==> config.mk <==
export PLATFORM = sky130hd
export DESIGN_NAME = agc_gain_ctrl
export DESIGN_NICKNAME = d
export VERILOG_FILES = /design/src/rtl/agc_gain_ctrl.sv
export SDC_FILE = /design/constraint.sdc
export NUM_CORES = 1
export LEC_CHECK = 0
export BUFFER_PORTS_ARGS = -buffer_cell sky130_fd_sc_hd__buf_2
export CAP_MARGIN = 10
export CORE_MARGIN = 1.5
export CORE_UTILIZATION = 35
export DETAILED_ROUTE_END_ITERATION = 16
export PLACE_DENSITY_LB_ADDON = 0.3
export SLEW_MARGIN = 20
export SYNTH_ARGS = -nofsm -noshare
export SYNTH_HDL_FRONTEND = slang
export SYNTH_SLANG_ARGS = --single-unit
==> constraint.sdc <==
create_clock -name clk -period 6 [get_ports clk]
set_input_delay 1.2 -clock clk [delete_from_list [all_inputs] [get_ports clk]]
set_output_delay 1.2 -clock clk [all_outputs]
set_load 0.1 [all_outputs]
==> src/rtl/agc_gain_ctrl.sv <==
// AGC gain sequencer: settles, measures EMA power error, applies a scaled
// and clamped gain step, and tracks lock across consecutive small errors.
module agc_gain_ctrl #(
  parameter int W_PWR      = 16,
  parameter int F_PWR      = 14,
  parameter int W_ALPHA    = 16,
  parameter int F_ALPHA    = 14,
  parameter int W_GAIN     = 10,
  parameter int F_GAIN     = 6,
  parameter int GAIN_INIT  = 64,
  parameter int GAIN_MIN   = 1,
  parameter int GAIN_MAX   = 1023,
  parameter int SETTLE_LEN = 16,
  parameter int LOCK_TOL   = 256,
  parameter int LOCK_CNT   = 4
) (
  input  logic               clk,
  input  logic               reset,
  input  logic               i_enable,
  input  logic               i_freeze,
  input  logic [W_ALPHA-1:0] i_alpha,
  input  logic [W_PWR-1:0]   i_reference,
  input  logic [W_PWR-1:0]   i_power,
  input  logic               i_power_valid,
  output logic [W_GAIN-1:0]  o_gain,
  output logic               o_gain_valid,
  output logic               o_locked,
  output logic [2:0]         o_state
);

  // state   | meaning
  // IDLE    | loop disabled, gain held
  // SETTLE  | discarding power samples after a gain change
  // MEASURE | waiting for the power sample to capture as error
  // CALC    | registering error * alpha
  // APPLY   | writing the clamped gain and updating lock
  // HOLD    | frozen, gain and lock held
  typedef enum logic [2:0] {
    S_IDLE    = 3'd0,
    S_SETTLE  = 3'd1,
    S_MEASURE = 3'd2,
    S_CALC    = 3'd3,
    S_APPLY   = 3'd4,
    S_HOLD    = 3'd5
  } state_t;

  localparam int W_ERR  = W_PWR + 1;
  localparam int W_PROD = W_PWR + 1 + W_ALPHA;
  localparam int SHIFT  = F_PWR + F_ALPHA - F_GAIN;
  localparam int W_SUM  = W_PROD + 1;
  localparam int W_SCNT = $clog2(SETTLE_LEN + 1);
  localparam int W_LCNT = $clog2(LOCK_CNT + 1);

  localparam logic [W_SCNT-1:0] SETTLE_RELOAD = W_SCNT'(SETTLE_LEN);
  localparam logic [W_LCNT-1:0] LOCK_FULL     = W_LCNT'(LOCK_CNT);
  localparam logic [W_LCNT-1:0] LOCK_LAST     = W_LCNT'(LOCK_CNT - 1);
  localparam logic [W_ERR-1:0]  TOL           = W_ERR'(LOCK_TOL);
  localparam logic [W_GAIN-1:0] G_INIT        = W_GAIN'(GAIN_INIT);
  localparam logic [W_GAIN-1:0] G_MIN         = W_GAIN'(GAIN_MIN);
  localparam logic [W_GAIN-1:0] G_MAX         = W_GAIN'(GAIN_MAX);
  localparam logic signed [W_SUM-1:0] SUM_MIN = $signed(W_SUM'(GAIN_MIN));
  localparam logic signed [W_SUM-1:0] SUM_MAX = $signed(W_SUM'(GAIN_MAX));

  state_t                     state;
  logic [W_SCNT-1:0]          settle_cnt;
  logic [W_LCNT-1:0]          lock_cnt;
  logic signed [W_ERR-1:0]    err_q;
  logic signed [W_PROD-1:0]   prod_q;
  logic                       freeze_pend;

  logic signed [W_ERR-1:0]    err_next;
  logic signed [W_PROD-1:0]   prod_next;
  logic signed [W_PROD-1:0]   delta;
  logic signed [W_SUM-1:0]    sum;
  logic [W_GAIN-1:0]          gain_next;
  logic [W_ERR-1:0]           err_abs;
  logic                       in_tol;

  assign err_next = $signed({1'b0, i_reference}) - $signed({1'b0, i_power});

  // Operands widened to the product width; |err| * alpha always fits in W_PROD signed bits.
  assign prod_next = $signed({{W_ALPHA{err_q[W_ERR-1]}}, err_q})
                   * $signed({{W_ERR{1'b0}}, i_alpha});

  assign delta = prod_q >>> SHIFT;
  assign sum   = $signed({{(W_SUM - W_GAIN){1'b0}}, o_gain})
               + $signed({delta[W_PROD-1], delta});

  always_comb begin
    gain_next = sum[W_GAIN-1:0];
    if (sum < SUM_MIN)
      gain_next = G_MIN;
    else if (sum > SUM_MAX)
      gain_next = G_MAX;
  end

  assign err_abs = err_q[W_ERR-1] ? W_ERR'(-err_q) : W_ERR'(err_q);
  assign in_tol  = (err_abs <= TOL);
  assign o_state = state;

  always_ff @(posedge clk or posedge reset) begin
    if (reset) begin
      state        <= S_IDLE;
      settle_cnt   <= '0;
      lock_cnt     <= '0;
      err_q        <= '0;
      prod_q       <= '0;
      freeze_pend  <= 1'b0;
      o_gain       <= G_INIT;
      o_gain_valid <= 1'b0;
      o_locked     <= 1'b0;
    end else begin
      o_gain_valid <= 1'b0;
      if (!i_enable) begin
        state       <= S_IDLE;
        settle_cnt  <= '0;
        lock_cnt    <= '0;
        o_locked    <= 1'b0;
        freeze_pend <= 1'b0;
      end else begin
        case (state)
          S_IDLE: begin
            state      <= S_SETTLE;
            settle_cnt <= SETTLE_RELOAD;
          end
          S_SETTLE: begin
            if (i_freeze) begin
              state <= S_HOLD;
            end else if (i_power_valid) begin
              if (settle_cnt <= W_SCNT'(1)) begin
                settle_cnt <= '0;
                state      <= S_MEASURE;
              end else begin
                settle_cnt <= settle_cnt - 1'b1;
              end
            end
          end
          S_MEASURE: begin
            if (i_freeze) begin
              state <= S_HOLD;
            end else if (i_power_valid) begin
              err_q <= err_next;
              state <= S_CALC;
            end
          end
          S_CALC: begin
            prod_q      <= prod_next;
            freeze_pend <= i_freeze;
            state       <= S_APPLY;
          end
          S_APPLY: begin
            o_gain       <= gain_next;
            o_gain_valid <= 1'b1;
            if (in_tol) begin
              if (lock_cnt < LOCK_FULL)
                lock_cnt <= lock_cnt + 1'b1;
              if (lock_cnt >= LOCK_LAST)
                o_locked <= 1'b1;
            end else begin
              lock_cnt <= '0;
              o_locked <= 1'b0;
            end
            // A freeze seen during the update is honoured once the write lands.
            freeze_pend <= 1'b0;
            if (i_freeze || freeze_pend) begin
              state <= S_HOLD;
            end else begin
              state      <= S_SETTLE;
              settle_cnt <= SETTLE_RELOAD;
            end
          end
          S_HOLD: begin
            if (!i_freeze) begin
              state      <= S_SETTLE;
              settle_cnt <= SETTLE_RELOAD;
            end
          end
          default: begin
            state <= S_IDLE;
          end
        endcase
      end
    end
  end

endmodule

# [Word level (Yosys, flattened, before mapping)]
# Index checks and enable logic that the tools add are counted.
[classes] mux=31 eq_ne=17 reduce_logical=9 bitwise=1 multipliers=1 magnitude_cmp=6 n_addsub=5
[op_table] operator="two-way mux 3 bit" n=12
[op_table] operator="multiplier 17 x 17 -> 33 bit" n=1
[op_table] operator="two-way mux 5 bit" n=6
[op_table] operator="two-way mux 10 bit" n=2
[op_table] operator="case mux 5 bit (4 select lines)" n=1
[op_table] operator="case mux 3 bit (6 select lines)" n=1
[op_table] operator="less-or-equal comparator 17 x 9 -> 1 bit (second input constant)" n=1
[op_table] operator="two-way mux 17 bit" n=1
[op_table] operator="negation 17 bit" n=1
[op_table] operator="subtractor 16 x 16 -> 17 bit" n=1
[op_table] operator="adder 11 x 11 -> 12 bit" n=1
[op_table] operator="> comparator 12 x 11 -> 1 bit (second input constant)" n=1
[op_table] operator="< comparator 12 x 2 -> 1 bit (second input constant)" n=1
[op_table] operator="!= test 3 bit (second input constant)" n=4
[op_table] operator="!= test 4 bit (second input constant)" n=3
[op_table] operator="AND reduction 2 bit" n=4
[op_table] operator="AND reduction 4 bit" n=2
[op_table] operator="two-way mux 1 bit" n=7
[op_table] operator="equality test 3 x 2 -> 1 bit (second input constant)" n=2
[op_table] operator="equality test 3 bit (second input constant)" n=2
[op_table] operator="!= test 3 x 2 -> 1 bit (second input constant)" n=2
[op_table] operator="less-or-equal comparator 5 x 1 -> 1 bit (second input constant)" n=1
[op_table] operator="!= test 5 x 1 -> 1 bit (second input constant)" n=1
[op_table] operator="AND reduction 5 bit" n=1
[op_table] operator="other kinds (11)" n=11
[totals] out_inout_bits=15 ff_bits=74

# [Longest topological paths before layout]
[logic_depth] ltp_word=6 ltp_mapped=24

# [Worst setup path after synthesis]
# Ideal clock, no wire load.
[synth_path] path_kind="in2reg" startpoint="input i_alpha[8]" endpoint="register prod_q[31]" slack_ns=-0.781 setup_time_ns=0.132 path_stages=21 path_buffers=2 arrival_time_ns=6.649 cell_sequence="clkbuf_1 -> clkbuf_1 -> nand2_1 -> fa_1 -> inv_1 -> fa_1 -> fa_1 -> fa_1 -> fa_1 -> inv_1 -> fa_1 -> inv_1 -> ha_1 -> or4_1 -> nor4_1 -> o21ai_0 -> nand3_1 -> a31oi_1 -> o31ai_1 -> and3_1 -> o31ai_1"
[synth_via] elab_chain_cells=1
[synth_lines] element="from (decl)" line="21" text="input logic [W_ALPHA-1:0] i_alpha,"
[synth_lines] element="multiplier 17 x 17 -> 33 bit" line="83" text="* $signed({{W_ERR{1'b0}}, i_alpha});"
[synth_lines] element="to (signal assigned)" line="147" text="prod_q <= prod_next;"
[synth_lines] element="to (decl)" line="68" text="logic signed [W_PROD-1:0] prod_q;"
# Every way passes these cells.
# A chain may end at the register's enable or synchronous reset.

# [Worst setup path in the final report]
[layout_path] startpoint="input i_alpha[3]" endpoint="register prod_q[31]"
# Same word-level chain as after synthesis.

==> results.yml <==
synth:
  synth.area.top_cells: "fa_1, inv_1, ha_1, dfrtp_1, and2_1"
  ys_top_cells_by_count: "inv_1, fa_1, nand2_1"
  ys_async_sr_fraction_pct: 100
  yosys_register_bits: 52
  yosys_warnings: 0
  synth-edff-count: 0
  ys_seq_area_share_pct: 9.77
  synth_area_um2: 13300
  synth_ff_type: "dfrtp_1"
  synth.distinct_cells: 56
  yosysMostFrequentCell: "inv_1"
  synth_top_area_share_pct: 41.2
  avgSynthCellArea_um2: 8.84
  synth_nets: 1947
  syn_inst: 1508
  synth_top_area_cell: "fa_1"
critical_path:
  required_ns: 6.20
  r2r_slack_ns: -0.01
  worstPathArrival_ns: 6.50
  start_kind: "primary input"
  end_kind: "flop"
  path_max_fanout: 11
  crit_type: "in2reg"
sta:
  relSlewSlack_pct: 38.1
  tightestPinTransition_ns: 0.925
  rsz0062_at_grt: "yes"
  min_period_ns: 6.30
  fmax_ghz: 0.159
  drv_slew: 0
  setup_viol: 10
  fin_crit_sh_pct: 105
  fin_ws_ns: -0.299
  whs_ns: 0.495
  fin_setup_tns_ns: -1.85
  fin_skew_ns: 0.00802
  hold_viol_final: 0
clock_network:
  cts-root-buf: "clkbuf_16"
  cts.sink_count: 52
  clk_latency_ns: 0.31
  clk_pin_slew_ns: 0.07
  cts-buffers-inserted: 5
  htreeDepth: 2
  cts_tree: "built"
  cts_buffer_depth: 2
routing:
  drc: 0
  routed_wl_um: 31400
  vias: 10100
  wire_per_inst_um: 14.5
  drtPass1Iterations: 4
  first_iter_violations: 396
  ant_nets: 0
  vias_per_cell: 4.67
final_layout:
  seq_area_um2: 1300
  nFillCells: 3699
  antennaDiodeCount: 0
  drive_above_1_share_pct: 18.0
  syn_to_final_growth_pct: 18.5
  multi_input_area_um2: 10700
  layout.nets: 2095
  fin_cells: 2168
  final_util_pct: 42.0
place:
  finalWeightedCongestion: 0.854
  hpwl_um: 27100
  dp.cells: 2149
  io_buffers: 67
grt:
  grt_pass1_wl_um: 51800
  grt_max_degree: 53
  grtUsageTotal_pct: 16.7
  grt_pass1_vias: 10500
  overflow: 0
  grt_antenna_before_repair: 0
floorplan:
  die_w_um: 198
  start_util_pct: 35.5
  die_h_um: 198
  rows: 71
  core-area_um2: 37600
  num_io_pins: 68
  die_area_um2: 39300
job:
  max_cap_viol_count: 0
run_status:
  status: "complete, but fails checks"
  violations: "setup timing"
min_path:
  hold_class: "reg2reg"
[cells in the final DEF (no fill, tap or decap), types with 5 or more instances in the layout]
cell type	count
nand2_2	5
xnor2_1	21
nand3_1	6
buf_2	55
and3_1	5
o21ai_0	52
nor3_1	10
o21ai_1	6
nand2b_1	8
nor2b_1	7
nor4_1	5
fa_1	260
a21o_1	11
fa_2	14
and2_1	118
inv_1	357
ha_4	6
dfrtp_1	51
clkbuf_16	6
o2bb2ai_1	5
a21oi_2	5
xor2_1	16
buf_12	8
and2_4	12
o21bai_1	5
nand2_1	189
a21oi_1	32
ha_1	103
o211ai_1	6
buf_4	125
nor2_1	37
buf_6	7
inv_2	17
[sequential cells by signal (all words and copies together) (netlist names)]
name,count
prod_q,11
o_locked,1
o_gain_valid,1
freeze_pend,1
o_state,3
settle_cnt,5
o_gain,10
lock_cnt,3
err_q,17
[metrics by stage]
| stage | cell area, um^2 | worst slack [ns] |
|---|---|---|
| floorplan | 13600 | -0.268 |
| CTS | 15500 | -0.411 |
| finish | 15800 | -0.299 |
| global placement | 15200 | -0.833 |
| global route | 15800 | -0.515 |
| detailed placement | 15200 | -0.950 |
[logic make-up (layout without fill, tap and decap cells)]
| kind of cell | Yosys count | count (layout) | share of synthesized area, % |
|---|---|---|---|
| XOR/XNOR | 38 | 38 | 2.50 |
| AND/OR/NAND/NOR | 436 | 436 | 16.1 |
| flip-flops | 52 | 52 | 9.77 |
| adder cells (fa/ha/maj) | 386 | 386 | 51.7 |
| buffers and inverters | 432 | 581 | 12.2 |
| AO/OA/AOI/OAI | 164 | 164 | 7.79 |
[final cells by class]
cell class | count | area share [%]
clock inverters | 2 | 0.246
multi-input cells | 1024 | 68.0
clock buffers | 6 | 0.879
well taps | 511 | 4.05
repair buffers | 198 | 9.63
inverters | 375 | 8.93
flip-flops and latches | 52 | 8.25
[final timing paths]
path	from	endpoint	cells after the start
setup / recovery	i_alpha[3]	prod_q[31]$_DFFE_PP0P_	20
hold / removal	prod_q[30]$_DFFE_PP0P_	prod_q[30]$_DFFE_PP0P_	2
setup reg to reg	err_q[9]$_DFFE_PP0P_	prod_q[31]$_DFFE_PP0P_	21
hold reg to reg	prod_q[30]$_DFFE_PP0P_	prod_q[30]$_DFFE_PP0P_	2
max in group asynchronous	reset	o_gain[2]$_DFFE_PP0P_	3
min in group asynchronous	reset	lock_cnt[1]$_DFFE_PP0P_	3
[repair_timing]
item / CTS / global route
pin swaps: 31 / 40
hold buffers: 0 / 0
endpoints found under the setup margin: 11 / 11
setup buffers: 3 / 6
cloned: 1 / 1
gates resized for setup: 37 / 62
[routing by layer]
layer	share of wire (%)	vias up	global-route usage, %
met5	0	-	0
met4	2.8	0	5.57
met3	2.0	39	1.14
met2	51	139	29.1
met1	45	5118	21.8
li1	-	4821	-
[worst max-delay path: stages]
cell and delay [ns]:
buf_8 0.12, buf_4 0.13, nand2_2 0.07, inv_1 0.06, fa_2 0.57, buf_4 0.13
inv_2 0.05, fa_2 0.64, inv_4 0.07, fa_1 0.49, fa_1 0.45, fa_1 0.52
fa_1 0.49, ha_2 0.40, and4_1 0.25, nand3_4 0.10, a31oi_4 0.27, o31ai_4 0.11
and3_1 0.15, o31ai_1 0.23
Power is not shown: default switching activity piles up to over one toggle a cycle in this logic, so the estimate is an artifact.
